**src/rtl/module_codificador_hamming_tx_if.sv**
```systemverilog
// Handshake and line-side signals of the Hamming(7,4) transmitter.
//   master : drives data_in, valid_in, error_en, error_pos; observes everything else
//   slave  : the transmitter side (inverse directions)
interface module_codificador_hamming_tx_if;
  logic [3:0] data_in;
  logic       valid_in;
  logic       ready_out;
  logic       error_en;
  logic [2:0] error_pos;
  logic [6:0] code_out;
  logic       tx_serial;
  logic       tx_busy;
  logic       done;

  modport master (
    output data_in, valid_in, error_en, error_pos,
    input  ready_out, code_out, tx_serial, tx_busy, done
  );

  modport slave (
    input  data_in, valid_in, error_en, error_pos,
    output ready_out, code_out, tx_serial, tx_busy, done
  );
endinterface

```
**src/rtl/module_codificador_hamming_tx.sv**
```systemverilog
// Hamming(7,4) transmitter. Encodes a 4-bit word into [i3,i2,i1,c2,i0,c1,c0],
// optionally flips one code bit, registers it and sends it as a serial frame.
// Frame: start bit (low), 7 code bits LSB first, stop bit (high); each bit lasts
// CLKS_PER_BIT cycles.
// Ports:
//   clk   - system clock, rising edge
//   rst_n - asynchronous active-low reset
//   bus   - slave modport: data_in/valid_in/ready_out handshake, error_en,
//           error_pos, code_out, tx_serial, tx_busy, done
//
// state | meaning
// IDLE  | line high, ready for a word
// START | start bit (line low)
// DATA  | shifting out code bits, bit_idx = current bit
// STOP  | stop bit (line high); done pulses when leaving it
module module_codificador_hamming_tx #(
  parameter int CLKS_PER_BIT = 4
) (
  input  logic clk,
  input  logic rst_n,
  module_codificador_hamming_tx_if.slave bus
);

  localparam int CW = $clog2(CLKS_PER_BIT + 1);
  localparam logic [CW-1:0] CNT_LAST = CW'(CLKS_PER_BIT - 1);

  typedef enum logic [1:0] {IDLE, START, DATA, STOP} state_t;

  state_t        state, state_nx;
  logic [CW-1:0] cnt;
  logic [2:0]    bit_idx;
  logic [6:0]    shreg;
  logic [6:0]    code_q;
  logic          done_q;

  logic          accept;
  logic          bit_end;
  logic          frame_end;
  logic [6:0]    code_clean;
  logic [6:0]    flip_mask;
  logic [6:0]    code_nx;

  assign accept  = bus.valid_in && (state == IDLE);
  assign bit_end = (cnt == CNT_LAST);

  // Encoder plus error injection; error_pos 7 means no flip.
  always_comb begin
    code_clean = {bus.data_in[3], bus.data_in[2], bus.data_in[1],
                  bus.data_in[1] ^ bus.data_in[2] ^ bus.data_in[3],
                  bus.data_in[0],
                  bus.data_in[0] ^ bus.data_in[2] ^ bus.data_in[3],
                  bus.data_in[0] ^ bus.data_in[1] ^ bus.data_in[3]};
    flip_mask = 7'd0;
    if (bus.error_en && (bus.error_pos != 3'd7))
      flip_mask = 7'd1 << bus.error_pos;
    code_nx = code_clean ^ flip_mask;
  end

  always_comb begin
    state_nx  = state;
    frame_end = 1'b0;
    case (state)
      IDLE:    if (accept) state_nx = START;
      START:   if (bit_end) state_nx = DATA;
      DATA:    if (bit_end && (bit_idx == 3'd6)) state_nx = STOP;
      STOP:    if (bit_end) begin
                 state_nx  = IDLE;
                 frame_end = 1'b1;
               end
      default: state_nx = IDLE;
    endcase
  end

  always_ff @(posedge clk or negedge rst_n) begin
    if (!rst_n) state <= IDLE;
    else        state <= state_nx;
  end

  always_ff @(posedge clk or negedge rst_n) begin
    if (!rst_n) begin
      cnt     <= '0;
      bit_idx <= 3'd0;
      shreg   <= 7'd0;
      code_q  <= 7'd0;
      done_q  <= 1'b0;
    end else begin
      done_q <= frame_end;

      // Idle holds the counter at zero so the start bit begins from a clean count.
      if ((state == IDLE) || bit_end) cnt <= '0;
      else                            cnt <= cnt + 1'b1;

      if (state != DATA)
        bit_idx <= 3'd0;
      else if (bit_end)
        bit_idx <= (bit_idx == 3'd6) ? 3'd0 : bit_idx + 3'd1;

      // Shift copy is separate so code_out stays stable for the whole frame.
      if (accept) begin
        shreg  <= code_nx;
        code_q <= code_nx;
      end else if ((state == DATA) && bit_end) begin
        shreg <= shreg >> 1;
      end
    end
  end

  always_comb begin
    bus.tx_serial = 1'b1;
    case (state)
      START:   bus.tx_serial = 1'b0;
      DATA:    bus.tx_serial = shreg[0];
      default: bus.tx_serial = 1'b1;
    endcase
  end

  assign bus.ready_out = (state == IDLE);
  assign bus.tx_busy   = (state != IDLE);
  assign bus.done      = done_q;
  assign bus.code_out  = code_q;

endmodule

```
**src/flat_wrapper.sv**
```systemverilog
// flat-port wrapper written by rule: the top's interface ports become plain ports
module module_codificador_hamming_tx_flat 
#(
  parameter int CLKS_PER_BIT = 4
)
  (clk, rst_n, bus_data_in, bus_valid_in, bus_error_en, bus_error_pos, bus_ready_out, bus_code_out, bus_tx_serial, bus_tx_busy, bus_done);
  module_codificador_hamming_tx_if bus_i ();
  input  logic clk;
  input  logic rst_n;
  input wire logic [$bits(bus_i.data_in)-1:0] bus_data_in;
  input wire logic [$bits(bus_i.valid_in)-1:0] bus_valid_in;
  input wire logic [$bits(bus_i.error_en)-1:0] bus_error_en;
  input wire logic [$bits(bus_i.error_pos)-1:0] bus_error_pos;
  output wire logic [$bits(bus_i.ready_out)-1:0] bus_ready_out;
  output wire logic [$bits(bus_i.code_out)-1:0] bus_code_out;
  output wire logic [$bits(bus_i.tx_serial)-1:0] bus_tx_serial;
  output wire logic [$bits(bus_i.tx_busy)-1:0] bus_tx_busy;
  output wire logic [$bits(bus_i.done)-1:0] bus_done;
  assign bus_i.data_in = bus_data_in;
  assign bus_i.valid_in = bus_valid_in;
  assign bus_i.error_en = bus_error_en;
  assign bus_i.error_pos = bus_error_pos;
  assign bus_ready_out = bus_i.ready_out;
  assign bus_code_out = bus_i.code_out;
  assign bus_tx_serial = bus_i.tx_serial;
  assign bus_tx_busy = bus_i.tx_busy;
  assign bus_done = bus_i.done;
  module_codificador_hamming_tx #(.CLKS_PER_BIT(CLKS_PER_BIT)) u_core (.clk(clk), .rst_n(rst_n), .bus(bus_i));
endmodule
```
**config.mk**
```make
export PLATFORM = sky130hd
export DESIGN_NAME = module_codificador_hamming_tx_flat
export DESIGN_NICKNAME = d
export VERILOG_FILES = /design/src/rtl/module_codificador_hamming_tx_if.sv /design/src/rtl/module_codificador_hamming_tx.sv /design/src/flat_wrapper.sv
export SDC_FILE = /design/constraint.sdc
export NUM_CORES = 1
export LEC_CHECK = 0
export CAP_MARGIN = 5
export CELL_PAD_IN_SITES_DETAIL_PLACEMENT = 1
export CELL_PAD_IN_SITES_GLOBAL_PLACEMENT = 1
export CORE_ASPECT_RATIO = 1.25
export CORE_MARGIN = 3
export CORE_UTILIZATION = 42
export CTS_BUF_LIST = sky130_fd_sc_hd__clkbuf_8
export DETAILED_ROUTE_END_ITERATION = 6
export GPL_TIMING_DRIVEN = 1
export PLACE_DENSITY_LB_ADDON = 0.1
export RECOVER_POWER = 50
export SETUP_SLACK_MARGIN = 0.1
export SLEW_MARGIN = 0
export SYNTH_ARGS = -nofsm -noshare
export SYNTH_HDL_FRONTEND = slang
export SYNTH_SLANG_ARGS = --single-unit
```
**constraint.sdc**
```tcl
create_clock -name clk -period 2.3 [get_ports clk]
set_clock_uncertainty 0.2 [all_clocks]
set_input_delay 0.575 -clock clk [delete_from_list [all_inputs] [get_ports clk]]
set_output_delay 0.575 -clock clk [all_outputs]
set_load 0.02 [all_outputs]
```
Word level (Yosys, flattened, before mapping)
Index checks and enable logic that the tools add are counted.
{"block": "totals", "register_bits": 23, "inputBits": 11, "output_inout_bits": 11, "elab_cells": 52}
{"block": "classes", "add_sub_neg": 2, "eq_ne": 11, "shifts": 1, "muxes": 15, "bitwise": 7, "reduce_logical": 10}
{"operator": "two-way mux 7 bit", "n": 3}
{"operator": "two-way mux 3 bit", "n": 4}
{"operator": "two-way mux 2 bit", "n": 4}
{"operator": "!= test 2 x 1 -> 1 bit (second input constant)", "n": 4}
{"operator": "one-hot mux 2 bit (4 select lines)", "n": 1}
{"operator": "<< shifter 1 x 3 -> 7 bit (first input constant)", "n": 1}
{"operator": "XOR 7 bit", "n": 1}
{"operator": "adder 3 x 1 -> 3 bit (second input constant)", "n": 2}
{"operator": "nonzero test 2 bit", "n": 3}
{"operator": "XOR 1 bit", "n": 6}
{"operator": "== test 2 bit (second input constant)", "n": 2}
{"operator": "logical AND 1 bit", "n": 4}
{"operator": "AND reduction 4 bit", "n": 1}
{"operator": "== test 3 x 2 -> 1 bit (second input constant)", "n": 1}
{"operator": "== test 3 bit (second input constant)", "n": 1}
{"operator": "!= test 3 bit (second input constant)", "n": 1}
{"operator": "== test 2 x 1 -> 1 bit (second input constant)", "n": 1}
{"operator": "logical NOT 2 bit", "n": 1}
{"operator": "two-way mux 1 bit", "n": 2}
{"operator": "!= test 2 bit (second input constant)", "n": 1}
{"operator": "one-hot mux 1 bit (2 select lines)", "n": 1}
{"operator": "logical OR 1 bit", "n": 1}

Depth between registers and ports, before layout
Gate-level depths: netlist (run 1).
{"block": "depth", "ltp_word": 5, "depth_mapped": 8, "mapped_depth_nobuf": 6}

Worst setup path after synthesis (run 1)
Ideal clock, no wire load.
{"block": "synth_timing", "path_type": "register to output", "startpoint": "register u_core.state[0]", "endpoint": "output bus_tx_serial", "arrival_ns": 1.277, "required_ns": 1.525, "path_slack_ns": 0.248, "path_stages_with_launch": 5, "n_path_buf": 1, "cell_sequence": "dfrtp_1 -> inv_1 -> ha_1 -> clkbuf_2 -> o21ai_0"}
{"block": "synth_via", "elab_chain_cells": 2, "elab_cells_between_ends": 3, "classes_between": "eq/ne (2); mux (1)"}
{"item": "from (decl)", "line_no": "module_codificador_hamming_tx.sv:29", "source": "state_t state, state_nx;"}
{"item": "from (signal assigned)", "line_no": "module_codificador_hamming_tx.sv:76", "source": "else state <= state_nx;"}
{"item": "== test 2 bit / == test 2 x 1 -> 1 bit (equally long branches)", "line_no": "module_codificador_hamming_tx.sv:110", "source": "case (state)"}
{"item": "one-hot mux 1 bit (2 select lines) *", "line_no": "module_codificador_hamming_tx.sv:110"}
{"item": "to (decl)", "line_no": "flat_wrapper.sv:16", "source": "output wire logic [$bits(bus_i.tx_serial)-1:0] bus_tx_serial;"}
Every way passes the cells marked *; elsewhere a longest branch is shown, timed or not.

Final worst setup path (run 1)
{"block": "layout_timing", "startpoint": "register u_core.state[0]", "endpoint": "output bus_ready_out"}
{"block": "layout_via", "elab_chain_cells": 1}
{"item": "logical NOT 2 bit", "line_no": "module_codificador_hamming_tx.sv:117", "source": "assign bus.ready_out = (state == IDLE);"}
{"item": "to (decl)", "line_no": "flat_wrapper.sv:14", "source": "output wire logic [$bits(bus_i.ready_out)-1:0] bus_ready_out;"}
No other way between the ends.

==> flow_summary.yaml, run 1 <==
clocking:
  cts.sinks: 23
  cts_made_buffers: 3
  cts_root_buf: "clkbuf_8"
  cts.clk_slew.worst_paths_ps: 80
  cts_buffer_depth: 2
  htree_levels: 1
  cts_tree: "done"
  cts_hold_buf: 0
  clock_latency_ps: 260
grt:
  grt_pass1_wl_um: 4400
  overflow: 0
  grt_max_degree: 24
  grtUsageTotal_pct: 16.7
  antenna_found_initial: 0
  grt_pass1_vias: 1024
place:
  io_buffers: 21
  dp_hpwl_um: 2170
  place_ws_ps: 13.7
  gp_congestion: 0.773
sta:
  slew_headroom_pct: 15.1
  hold_viol: 0
  tns_ps: 0
  fmax_ghz: 0.471
  fin_crit_sh_pct: 92.3
  period_needed_ps: 2120
  rsz0062_at_grt: "false"
  fin_ws_ps: 177
  worst_pin_slew_ps: 1270
  slew_violations: 0
  setup_violations: 0
status:
  status: "completed"
detailed_routing:
  vias_per_cell: 5.45
  routed_wl_um: 2850
  vias: 992
  routedWlPerCell_um: 15.6
  drt_pass1_iterations: 4
  ant_nets: 0
  dr.first_iter.drc_count: 6
  drc: 0
power:
  power_mw: 1.83
  clockPowerShare_pct: 13.3
  power.density_nw_per_um2: 1180
  internal-power_mw: 1.12
  p_switching_mw: 0.708
  p_leak_nw: 0.698
  swShare_pct: 38.7
  vdd_drop_max_mv: 0.752
  comb_power_share_pct: 49.8
  seq_power_share_pct: 36.9
critical_path:
  worstPathMaxFanout: 4
  arrival_ps: 1350
  crit_type: "flip-flop to output pin"
  rr_worst_depth: 5
  crit_path_end_kind: "output pin"
  critPathRequiredTime_ps: 1520
  crit_path_start_kind: "flip-flop"
synthesis:
  ys_types: 33
  synth.avg_cell_area_um2: 10.1
  syn_area_um2: 1270
  synth_top_family_by_area: "simple AND/OR/NAND/NOR gates"
  yosysTopAreaCell: "dfrtp_1"
  ys_warn_count: 0
  synth_fp_nets: 144
  synth_fa_ha_area_share_pct: 7.89
  synth_top_area_share_pct: 45.4
  seq_area_frac_synth_pct: 45.4
  synth_xor_area_share_pct: 10.2
  yosys-mux-area-fraction_pct: 0.888
  synth-compound-area-share_pct: 9.86
  yosys-top-cells-area: "dfrtp_1, ha_1, xnor3_1"
  ys_seq_elements: 23
  syn_inst: 125
  yosys.area_share.simple_pct: 21.4
layout:
  final_common_cell: "dfrtp_1"
  nets: 168
  synthToLayoutAreaGrowth_pct: 22.1
  drive_above_1_share_pct: 8.78
  diodes: 0
  most-common-layout-cells: "dfrtp_1, clkdlybuf4s50_1, nand2_1"
worst_hold_path:
  min_path_cells: 1
  hold_class: "flip-flop to flip-flop"
die:
  std_cell_rows: 21
  core_area_um2: 2790
  die_y_um: 67.5
  die-area_um2: 3720
  start_util_pct: 45.6
  num_io_pins: 22
  die_w_um: 55.2
run:
  drv_cap: 0
## power by group through the flow
| stage | Sequential, mW | Combinational, mW | Clock (mW) |
|---|---|---|---|
| 2_1_floorplan | 0.736 | 0.513 | 0 |
| 3_3_place_gp | 0.671 | 0.914 | 0 |
| 3_5_place_dp | 0.685 | 0.938 | 0 |
| 4_1_cts | 0.678 | 0.916 | 0.250 |
| 5_1_grt | 0.694 | 1.02 | 0.267 |
| 6_report | 0.674 | 0.910 | 0.244 |
## cell usage after synthesis
library cell and instances:
inv_1 6, o32a_1 1, dfrtp_1 23, clkbuf_2 1, nor3_1 2, o221ai_1 1, a31o_2 1, a31oi_1 4
o21ai_0 1, o211ai_1 1, and3b_1 1, ha_1 8, nor2b_1 1, xnor3_1 3, xor2_1 3, and4bb_2 3
and2_1 2, nand2b_1 1, nor2_1 15, nand3_1 1, xnor2_1 4, buf_2 2, buf_4 1, a21oi_1 9
clkbuf_4 1, mux2_2 1, clkbuf_1 1, nand2_1 16, nand4b_1 4, nor4b_1 1, a211oi_1 1, a21o_1 1
and3_1 4
## critical path, stage by stage, from the launching register on
cell	delay, ps
dfrtp_1	410
inv_1	110
ha_1	240
clkdlybuf4s15_1	330
## worst paths after layout
path	slack (ps)	endpoint	startpoint
max in group asynchronous	310	u_core.shreg[1]	rst_n
min in group asynchronous	830	u_core.bus.code_out[3]	rst_n
setup reg to reg	310	u_core.state[1]	u_core.cnt[0]
hold reg to reg	260	u_core.cnt[0]	u_core.cnt[0]
hold / removal	260	u_core.cnt[0]	u_core.cnt[0]
setup / recovery	180	bus_ready_out	u_core.state[0]
## stage by stage
| step | area, µm² | utilization, % | cells | hold WS, ps |
|---|---|---|---|---|
| finish | 1550 | 55.6 | 182 | 257 |
| global route | 1550 | 55.6 | 182 | 276 |
| CTS | 1550 | 55.7 | 181 | 261 |
| detailed placement | 1510 | 54.2 | 177 | 242 |
| global placement | 1510 | 54.2 | 177 | 231 |
| floorplan | 1270 | - | 125 | 79.4 |
## cell families (layout without fill, tap and decap cells)
logic type               after synthesis  in the layout
AO/OA/AOI/OAI                         20             20
multiplexers                           1              1
adder cells (fa/ha/maj)                8              8
flip-flops                            23             23
AND/OR/NAND/NOR                       51             51
buffers and inverters                 12             35
XOR/XNOR                              10             10
## state kept, by name, indices dropped and copies added, names as in the netlist
name                 flops
u_core.shreg             7
u_core.bit_idx           3
u_core.state             2
u_core.bus.code_out      7
u_core.cnt               3
u_core.bus.done          1
## timing repair
item / in CTS / in global routing
setup endpoints to repair: 3 / 3
gates resized for setup: 9 / 3
buffers inserted: 0 / 1
## layer usage
metal	vias to the layer above	part of all wire [%]	track usage, %	routed length, µm
met2	19	53	30.2	1510
li1	475	-	-	-
met3	6	3.3	2.65	94
met5	-	0	0	0
met4	0	2.5	7.90	70
met1	492	41	18.5	1180
## area by class of cell
cell class                 instances  area, µm²
clock inverter                     1       3.75
tap                               34       42.5
sequential                        23        576
fill                             334       1240
inverter                           6       22.5
clock buffer                       3       41.3
multi-input combinational         90        637
timing repair buffer              25        226
Power figures use the tool's default switching activity.
==> run 2: changes to the inputs <==
--- a/config.mk
+++ b/config.mk
@@ -9,7 +9,6 @@
 export CELL_PAD_IN_SITES_DETAIL_PLACEMENT = 1
 export CELL_PAD_IN_SITES_GLOBAL_PLACEMENT = 1
 export CORE_ASPECT_RATIO = 1.25
-export CORE_MARGIN = 3
 export CORE_UTILIZATION = 42
 export CTS_BUF_LIST = sky130_fd_sc_hd__clkbuf_8
 export DETAILED_ROUTE_END_ITERATION = 6
@@ -17,6 +16,7 @@
 export PLACE_DENSITY_LB_ADDON = 0.1
 export RECOVER_POWER = 50
 export SETUP_SLACK_MARGIN = 0.1
+export SKIP_CTS_REPAIR_TIMING = 1
 export SLEW_MARGIN = 0
 export SYNTH_ARGS = -nofsm -noshare
 export SYNTH_HDL_FRONTEND = slang
==> flow_summary.yaml, run 2 (synthesis gave the netlist of run 1 again) <==
clocking:
  cts.clk_slew.worst_paths_ps: 80
  htree_levels: 1
  cts_tree: "done"
  cts_made_buffers: 3
  cts.sinks: 23
  clock_latency_ps: 260
  cts_root_buf: "clkbuf_8"
  cts_buffer_depth: 2
place:
  gp_congestion: 0.771
  dp_cells: 179
  dp_hpwl_um: 2250
  io_buffers: 21
critical_path:
  crit_path_end_kind: "output pin"
  crit_path_start_kind: "flip-flop"
  worstPathMaxFanout: 4
  crit_type: "flip-flop to output pin"
  critPathRequiredTime_ps: 1520
  arrival_ps: 1410
run:
  drv_cap: 0
grt:
  antenna_found_initial: 0
  overflow: 0
  grt_pass1_wl_um: 5030
  busiest_layer: "met2"
  met2_usage_pct: 38.0
  grtUsageMet3_pct: 3.14
  grt_pass1_vias: 1101
  grtUsageTotal_pct: 21.2
  grt_max_degree: 24
  use_met1_pct: 24.2
layout:
  drive_above_1_share_pct: 9.40
  diodes: 0
  utilization_pct: 56.3
  most-common-layout-cells: "dfrtp_1, clkdlybuf4s50_1, nand2_1"
  final_cells: 183
  nets: 169
  synthToLayoutAreaGrowth_pct: 23.6
  final_common_cell: "dfrtp_1"
sta:
  slew_headroom_pct: 61.2
  fmax_ghz: 0.458
  period_needed_ps: 2180
  hold_viol: 0
  rsz0062_at_grt: "true"
  slew_violations: 0
  worst_pin_slew_ps: 582
  fin_crit_sh_pct: 94.8
  setup_violations: 0
detailed_routing:
  vias_per_cell: 5.32
  routedWlPerCell_um: 15.7
  vias: 974
  dr.first_iter.drc_count: 7
  ant_nets: 0
  routed_wl_um: 2860
  drc: 0
  drt_pass1_iterations: 4
status:
  status: "completed"
die:
  start_util_pct: 45.6
  die_y_um: 63.5
  core_area_um2: 2790
  std_cell_rows: 21
  die_w_um: 51.2
  die-area_um2: 3250
  num_io_pins: 22
power:
  vdd_drop_max_mv: 0.694
  power_mw: 1.83
  power.density_nw_per_um2: 1170
  p_leak_nw: 0.727
worst_hold_path:
  hold_class: "flip-flop to flip-flop"
-- run 2: cell count changes in the layout (fill, tap and decap cells not counted), sizes merged --
cell           delta
clkbuf            +1
dlygate4sd3       +1
buf               -1
clkdlybuf4s50     -1
dlymetal6s2s      +2
clkdlybuf4s15     -1
-- run 2: layout make-up --
class	count	area, µm²
fill	317	1220
multi-input combinational	90	637
sequential	23	576
timing repair buffer	26	245
tap	34	42.5
clock buffer	3	41.3
inverter	6	22.5
clock inverter	1	3.75
-- run 2: metrics by stage --
stage          TNS (ps)  cell area [µm²]  hold slack, ps  setup slack (ps)
2_1_floorplan         0             1270            79.4               248
3_3_place_gp          0             1530             225              42.3
3_5_place_dp      -22.0             1530             232             -13.5
4_1_cts            -677             1570             242              -287
5_1_grt               0             1570             274              6.38
6_report              0             1570             242               119
-- run 2: path summary, 6_finish.rpt --
kind | start | to | slack, ps | cells after the start
max | u_core.state[0] | bus_tx_serial | 120 | 4
min | u_core.cnt[0] | u_core.cnt[0] | 240 | 1
max reg2reg | u_core.cnt[0] | u_core.state[1] | 370 | 5
min reg2reg | u_core.cnt[0] | u_core.cnt[0] | 240 | 1
max in group asynchronous | rst_n | u_core.bus.code_out[0] | 880 | 2
min in group asynchronous | rst_n | u_core.bus.code_out[4] | 640 | 2
-- run 2: report_power, final --
group / total [mW] / switching (mW) / leakage, nW / internal, mW
combinational: 0.916 / 0.484 / 0.426 / 0.432
clock: 0.240 / 0.121 / 0.0269 / 0.119
sequential: 0.677 / 0.103 / 0.274 / 0.574
-- run 2: layer usage --
metal	routed length, µm	share of wire [%]
met5	0	0
met4	59	2.1
met3	96	3.4
met2	1550	54
met1	1160	40
-- run 2: critical path: stages, from the launching register on --
cell	delay [ps]
dfrtp_1	410
inv_1	100
ha_1	230
o21ai_0	160
dlymetal6s2s_1	240
